File: config.mk
export PLATFORM = sky130hd
export DESIGN_NAME = fetch_stage
export DESIGN_NICKNAME = d
export VERILOG_FILES = /design/src/rtl/fetch_pkg.sv /design/src/rtl/fetch_fifo.sv /design/src/rtl/fetch_stage.sv
export SDC_FILE = /design/constraint.sdc
export NUM_CORES = 1
export LEC_CHECK = 0
export CORE_ASPECT_RATIO = 2
export CORE_MARGIN = 2
export CORE_UTILIZATION = 25
export DETAILED_ROUTE_END_ITERATION = 7
export MAX_ROUTING_LAYER = met4
export PLACE_DENSITY = 0.55
export SYNTH_ARGS = -nofsm -noshare
export SYNTH_HDL_FRONTEND = slang
export SYNTH_SLANG_ARGS = --single-unit
File: constraint.sdc
create_clock -name clk -period 21.8 [get_ports clk]
set_input_delay 4.36 -clock clk [delete_from_list [all_inputs] [get_ports clk]]
set_output_delay 4.36 -clock clk [all_outputs]
set_load 0.01 [all_outputs]
File: src/rtl/fetch_pkg.sv
// Shared constants, FSM encodings and the fetch-entry layout for the instruction-fetch stage.
package fetch_pkg;

  localparam int XLEN = 64;

  localparam logic [31:0] NOP_INSTR            = 32'h0000_0013;
  localparam logic [3:0]  EXC_INSTR_MISALIGNED = 4'd0;
  localparam logic [3:0]  EXC_INSTR_ACCESS     = 4'd1;

  localparam logic [0:0] ST_FETCH = 1'b0;
  localparam logic [0:0] ST_HALT  = 1'b1;

  typedef struct packed {
    logic [XLEN-1:0] pc;
    logic [31:0]     instr;
    logic            exc_en;
    logic [3:0]      exc_code;
    logic [XLEN-1:0] exc_val;
  } fetch_entry_t;

endpackage

File: src/rtl/fetch_fifo.sv
// Small registered FIFO between fetch and decode; accepts a push on a full cycle when a pop frees a slot.
module fetch_fifo #(
  parameter int DEPTH = 2,
  parameter int WIDTH = 8
) (
  input  logic             clk,
  input  logic             rst_n,
  input  logic             flush,
  input  logic             push,
  input  logic             pop,
  input  logic [WIDTH-1:0] din,
  output logic [WIDTH-1:0] dout,
  output logic             empty,
  output logic             full
);

  localparam int AW = (DEPTH > 1) ? $clog2(DEPTH) : 1;
  localparam int CW = $clog2(DEPTH + 1);

  logic [WIDTH-1:0] mem_q [DEPTH];
  logic [AW-1:0]    wr_ptr_q, rd_ptr_q;
  logic [CW-1:0]    count_q;
  logic             do_push, do_pop;

  assign empty   = (count_q == '0);
  assign full    = (count_q == CW'(DEPTH));
  assign do_pop  = pop && !empty;
  assign do_push = push && (!full || do_pop);
  assign dout    = mem_q[rd_ptr_q];

  // Pointers wrap naturally because DEPTH is a power of two.
  always_ff @(posedge clk or negedge rst_n) begin
    if (!rst_n) begin
      wr_ptr_q <= '0;
      rd_ptr_q <= '0;
      count_q  <= '0;
    end else if (flush) begin
      wr_ptr_q <= '0;
      rd_ptr_q <= '0;
      count_q  <= '0;
    end else begin
      wr_ptr_q <= wr_ptr_q + AW'(do_push);
      rd_ptr_q <= rd_ptr_q + AW'(do_pop);
      count_q  <= count_q + CW'(do_push) - CW'(do_pop);
    end
  end

  // NOTE: storage is not reset; count_q gates every read, so stale data is never observed.
  always_ff @(posedge clk) begin
    if (do_push && !flush) mem_q[wr_ptr_q] <= din;
  end

endmodule

File: src/rtl/fetch_stage.sv
// Instruction-fetch stage: owns the PC, forms {pc, instr, exception} entries and queues them for decode.
module fetch_stage
  import fetch_pkg::*;
#(
  parameter logic [XLEN-1:0] RESET_PC = 64'h8000_0000,
  parameter int              DEPTH    = 2
) (
  input  logic            clk,
  input  logic            rst_n,
  output logic [XLEN-1:0] pc_addr,
  input  logic [31:0]     imem_instr,
  input  logic            imem_exc_en,
  input  logic [3:0]      imem_exc_code,
  input  logic [XLEN-1:0] imem_exc_val,
  input  logic            redirect_en,
  input  logic [XLEN-1:0] redirect_pc,
  output logic            out_valid,
  input  logic            out_ready,
  output logic [XLEN-1:0] out_pc,
  output logic [31:0]     out_instr,
  output logic            out_exc_en,
  output logic [3:0]      out_exc_code,
  output logic [XLEN-1:0] out_exc_val
);

  logic [XLEN-1:0] pc_q, pc_d;
  logic [0:0]      state_q, state_d;
  fetch_entry_t    enq_entry, head, shown;
  logic            fifo_empty, fifo_full, push, pop;

  assign pc_addr   = pc_q;
  assign out_valid = !fifo_empty;
  assign pop       = out_valid && out_ready;
  assign push      = (state_q == ST_FETCH) && !redirect_en && (!fifo_full || pop);

  // A misaligned PC is reported without trusting imem's response.
  always_comb begin
    enq_entry       = '0;
    enq_entry.pc    = pc_q;
    enq_entry.instr = imem_instr;
    if (pc_q[1:0] != 2'b00) begin
      enq_entry.instr    = NOP_INSTR;
      enq_entry.exc_en   = 1'b1;
      enq_entry.exc_code = EXC_INSTR_MISALIGNED;
      enq_entry.exc_val  = pc_q;
    end else if (imem_exc_en) begin
      enq_entry.instr    = NOP_INSTR;
      enq_entry.exc_en   = 1'b1;
      enq_entry.exc_code = imem_exc_code;
      enq_entry.exc_val  = imem_exc_val;
    end
  end

  always_comb begin
    pc_d    = pc_q;
    state_d = state_q;
    if (redirect_en) begin
      pc_d    = redirect_pc;
      state_d = ST_FETCH;
    end else if (push) begin
      pc_d = pc_q + XLEN'(4);
      if (enq_entry.exc_en) state_d = ST_HALT;
    end
  end

  // NOTE: sequential state uses non-blocking assignments so every register samples pre-edge values.
  always_ff @(posedge clk or negedge rst_n) begin
    if (!rst_n) begin
      pc_q    <= RESET_PC;
      state_q <= ST_FETCH;
    end else begin
      pc_q    <= pc_d;
      state_q <= state_d;
    end
  end

  fetch_fifo #(
    .DEPTH (DEPTH),
    .WIDTH ($bits(fetch_entry_t))
  ) u_fifo (
    .clk   (clk),
    .rst_n (rst_n),
    .flush (redirect_en),
    .push  (push),
    .pop   (pop),
    .din   (enq_entry),
    .dout  (head),
    .empty (fifo_empty),
    .full  (fifo_full)
  );

  assign shown        = fifo_empty ? '0 : head;
  assign out_pc       = shown.pc;
  assign out_instr    = shown.instr;
  assign out_exc_en   = shown.exc_en;
  assign out_exc_code = shown.exc_code;
  assign out_exc_val  = shown.exc_val;

endmodule

Yosys cells after proc, flatten, opt, wreduce, memory -nomap -nowiden
Memories as Yosys holds them, arrays and structs flattened.
Cells that the tools add are included.
{ "op_classes": {"addsub": 5, "eq_ne": 1, "n_mux": 13, "n_bitwise": 1, "reduce_logical": 16} }
{ "op_table": {"columns": ["operator", "n"], "rows": [
  ["$mux 101", 2],
  ["$mux 165", 1],
  ["$mux 64", 2],
  ["$add 64x3->64 const B", 1],
  ["$mux 1", 7],
  ["$logic_and 1x1->1", 6],
  ["$reduce_bool 2->1", 3],
  ["$logic_not 1->1", 3],
  ["$add 1x1->1", 2],
  ["$add 2x1->2", 1],
  ["$eq 2x2->1 const B", 1],
  ["$logic_not 2->1", 1],
  ["$logic_or 1x1->1", 2],
  ["$mux 2", 1],
  ["$reduce_and 2->1", 1],
  ["$sub 2x1->2", 1],
  ["$not 1->1", 1]
]} }
{ "word_totals": {"ff_bits": 69, "ramBits": 330, "input_bits": 169, "word_cells": 42, "n_memories": 1} }
{ "mem_list": {"columns": ["memory", "words", "word_bits", "read_ports", "rd_ports_with_merged_regs", "wr", "line_no", "source"], "rows": [
  ["u_fifo.mem_q", 2, 165, 1, 0, 1, "fetch_fifo.sv:20", "logic [WIDTH-1:0] mem_q [DEPTH];"]
]} }

Logic depth before layout (Yosys ltp)
{ "depth": {"depth_word": 9, "ltp_mapped": 8} }

Cells and area by module
A second synthesis with hierarchy kept.
{ "hier_totals": {"hier_cells": 1506, "area_unflattened_um2": 18828.1} }
{ "modules_own_cells": {"columns": ["module", "instances", "cells_per_inst", "area_each_um2", "seq_area_each_um2"], "rows": [
  ["fetch_fifo", 1, 542, 12152.9, 10009.6],
  ["fetch_stage", 1, 964, 6675.2, 1627.8]
]} }

Worst setup path after synthesis
No wires, ideal clock.
{ "synth_path": {"kind": "input-to-reg", "from": "in redirect_en", "to": "mem u_fifo.mem_q[0][0] in the netlist's numbering, enable pin", "t_arrival_ns": 20.369, "required_ns": 20.707, "slack_ns": 0.338, "path_stages": 3, "path_buffers": 2, "cell_sequence": "clkbuf_1 clkbuf_1 nor4_1"} }
{ "synth_between": {"elab_chain_cells": 7} }
{ "synth_rtl": {"columns": ["item", "line_no", "source"], "rows": [
  ["start, declared", "fetch_stage.sv:15", "input logic redirect_en,"],
  ["$logic_not 1->1 *", "fetch_fifo.sv:50, fetch_stage.sv:34", null],
  ["$logic_and 1x1->1 (2 in a row)", "fetch_stage.sv:34", "assign push = (state_q == ST_FETCH) && !redirect_en && (!fifo_full || pop);"],
  ["$logic_and 1x1->1", "fetch_fifo.sv:28", "assign do_push = push && (!full || do_pop);"],
  ["$logic_and 1x1->1 *", "fetch_fifo.sv:50", "if (do_push && !flush) mem_q[wr_ptr_q] <= din;"],
  ["$mux 1 *", "fetch_fifo.sv:50", null],
  ["$mux 1 (implied by the code) *", "fetch_fifo.sv:50", null],
  ["end, declared", "fetch_fifo.sv:20", null]
]} }
Mark *: on every way between the ends. The rest lies on a longest branch, timed or not.

Final worst setup path
{ "layout_path": {"from": "reg u_fifo.rd_ptr_q", "to": "out out_pc[23]"} }
{ "layout_between": {"elab_chain_cells": 2} }
{ "layout_rtl": {"columns": ["item", "line_no", "source"], "rows": [
  ["start, declared", "fetch_fifo.sv:21", "logic [AW-1:0] wr_ptr_q, rd_ptr_q;"],
  ["start signal, assigned", "fetch_fifo.sv:43", "rd_ptr_q <= rd_ptr_q + AW'(do_pop);"],
  ["$mem_v2 2x165", null, null],
  ["$mux 165", "fetch_stage.sv:92", "assign shown = fifo_empty ? '0 : head;"],
  ["end, declared", "fetch_stage.sv:19", "output logic [XLEN-1:0] out_pc,"]
]} }
No other way between the ends.

==> flow_metrics.py <==
metrics = {
    "pwr": {
        "power_density_mw_per_mm2": 100.8,
        "ir_worst_vdd_mv": 0.06939,
        "power_leakage_nw": 8.190,
    },
    "sta": {
        "slew_headroom_pct": 15.71,
        "setup_tns_ns": 0,
        "setup_viol": 0,
        "rsz0062_at_grt": "no",
        "min_period_ns": 8.117,
        "tightest_slew_ns": 1.253,
        "finalClockSkew_ns": 0.02382,
        "fin_crit_sh_pct": 37.23,
        "hold_viol": 0,
        "slew_viol_final": 0,
        "fmax_mhz": 123.2,
        "whs_ns": 0.6076,
    },
    "global_route": {
        "overflow": 0,
        "grt_pass1_wl_um": 91060,
        "grt_max_degree": 166,
        "track_usage_pct": 16.89,
        "antenna_found_initial": 10,
        "grt_pass1_vias": 13710,
    },
    "job": {
        "cap_violations": 0,
    },
    "logic_synthesis": {
        "ys_seq_elements": 399,
        "ys_warn_count": 0,
        "async_flop_share_pct": 17.29,
        "syn_area_mm2": 0.01819,
        "synth_cell_types": 51,
        "synth_edf_count": 330,
        "syn_avg_cell_area_um2": 12.00,
        "syn_inst": 1516,
        "ys.flop_type": "edfxtp_1",
        "ys_seq_area_share_pct": 63.96,
        "syn_nets": 1688,
    },
    "route": {
        "remaining_drc_errors": 0,
        "drt_pass1_iterations": 7,
        "avgViaCountPerCell": 4.694,
        "final_antenna_net_count": 0,
        "wire_per_inst_um": 22.48,
        "wl_um": 62890,
        "first_iter_violations": 884,
        "vias": 13130,
    },
    "die": {
        "die_h_um": 385.5,
        "core_area_mm2": 0.07252,
        "die_area_mm2": 0.07508,
        "io_pins": 399,
        "initial_core_util_pct": 25.09,
        "die_w_um": 194.8,
        "row_count": 140,
    },
    "layout": {
        "final_util_pct": 33.26,
        "drive_gt1_share_pct": 6.113,
        "fillCellCount": 7363,
        "area_growth_pct": 32.57,
        "layout.cells.non_filler": 2798,
        "finalNetCount": 2005,
        "final_area_mm2": 0.02412,
    },
    "placement": {
        "placed_cells": 2714,
        "portBuffers": 398,
        "dp_hpwl_um": 44480,
        "place_congestion": 0.8529,
        "postPlaceCellArea_mm2": 0.02280,
    },
    "critical_path": {
        "cp_data_required_time_ns": 17.44,
        "worst_setup_path_end_kind": "output port",
        "cp_max_fo": 59,
        "crit_type": "register to output port",
        "startpoint_type": "register",
        "cp_data_arrival_time_ns": 3.76,
    },
    "clock_tree": {
        "htreeDepth": 2,
        "clock-sinks": 399,
        "hold_buffers": 0,
        "ctsResizeCount": 0,
        "tritoncts": "yes",
        "clk_path_buf_depth": 3,
        "clkTransAtPathRegs_ns": 0.07,
        "root_buffer": "clkbuf_16",
        "clk_latency_ns": 0.59,
        "cts_setup_buffers": 0,
        "numCtsBuffers": 40,
    },
    "hold_path": {
        "hold_path_class": "register to register",
    },
    "outcome": {
        "outcome": "completed",
    },
}
registers in the layout, summed over array words and instances (netlist names):
| name | flops |
|---|---|
| u_fifo.rd_ptr_q | 1 |
| u_fifo.wr_ptr_q | 1 |
| pc_addr | 64 |
| u_fifo.count_q | 2 |
| u_fifo.mem_q | 330 |
| state_q | 1 |
critical path, cell delays in order (launching register included):
cell	delay, ns
dfrtp_4	0.65
buf_4	0.86
buf_4	0.68
mux2i_1	0.16
nor2_1	0.15
clkdlybuf4s50_1	0.56
final timing paths:
check                                start               to  slack (ns)  depth (start not counted)
max in group asynchronous            rst_n      pc_addr[40]       17.07                          2
setup reg to reg                pc_addr[4]      pc_addr[57]       18.57                          5
hold reg to reg            u_fifo.wr_ptr_q  u_fifo.wr_ptr_q        0.61                          2
min in group asynchronous            rst_n       pc_addr[7]        3.68                          1
hold / removal             u_fifo.wr_ptr_q  u_fifo.wr_ptr_q        0.61                          2
setup / recovery           u_fifo.rd_ptr_q       out_pc[23]       13.68                          5
per-stage QoR:
step	total power [mW]	setup WS, ns
after global placement	1.750	14.31
after CTS	2.477	13.58
after global routing	2.549	13.44
after floorplan	1.387	0.3378
after detailed placement	1.760	14.22
final	2.431	13.68
cell families after synthesis:
kind of cell	share of synthesized area (%)
adders and majority gates	0.2063
xor gates and xnor gates	1.589
buffers and inverters	4.786
AOI/OAI and AO/OA	3.246
and+or+nand+nor	16.96
DFF	63.96
muxes	9.249
cell type report:
cell class | count | area [um^2] | share of cell area (%)
Sequential cell | 399 | 11640 | 48.26
Inverter | 12 | 45.04 | 0.1867
Timing Repair Buffer | 430 | 4229 | 17.53
Clock buffer | 58 | 1079 | 4.471
Clock inverter | 16 | 221.5 | 0.9181
Tap cell | 923 | 1155 | 4.788
Multi-Input combinational cell | 950 | 5727 | 23.74
Antenna cell | 10 | 25.02 | 0.1037
placed cells by master (no fill, tap or decap), types with 21 or more instances in the layout:
| cell type | n |
|---|---|
| clkbuf_16 | 40 |
| dfrtp_1 | 67 |
| a31oi_1 | 21 |
| buf_4 | 34 |
| nand4_1 | 36 |
| nand2_1 | 175 |
| nor2_1 | 206 |
| and2_1 | 35 |
| clkdlybuf4s50_1 | 395 |
| nand3_1 | 95 |
| o21ai_0 | 45 |
| mux2i_1 | 167 |
| edfxtp_1 | 330 |
power breakdown:
group          switching (mW)  internal (mW)
clock                   0.307          0.397
combinational           0.396          0.352
sequential             0.0553          0.925
cell usage after synthesis (2+ instances only):
library cell	count	area [um^2]
a211o_1	2	17.52
a21oi_1	2	10.01
a221o_1	4	40.04
a31o_2	2	17.52
a31oi_1	21	131.4
and2_1	36	225.2
and3_1	13	81.33
and4_1	3	26.28
buf_1	12	45.04
buf_2	3	15.01
buf_4	64	480.5
clkbuf_1	76	285.3
dfrtp_1	68	1702
edfxtp_1	330	9910
ha_1	3	37.54
inv_1	12	45.04
mux2i_1	167	1672
nand2_1	176	660.6
nand2b_1	3	18.77
nand3_1	95	475.5
nand4_1	36	225.2
nor2_1	209	784.5
nor2b_1	5	31.28
nor3_1	13	65.06
nor3_2	2	20.02
nor4_1	17	106.4
o211ai_1	2	15.01
o21ai_0	45	225.2
o31a_1	4	35.03
o31ai_1	12	90.09
or2_2	3	18.77
or3_1	13	81.33
or4_1	14	105.1
xnor2_1	14	122.6
xor2_1	19	166.4
per-layer routing:
metal | part of all wire, % | track usage [%] | wire length, um
met1 | 38 | 18.02 | 23610
met2 | 53 | 30.41 | 33120
met3 | 6.2 | 3.692 | 3877
met4 | 3.6 | 6.630 | 2283
met5 | 0 | - | 0
(Power assumes the default switching activity.)
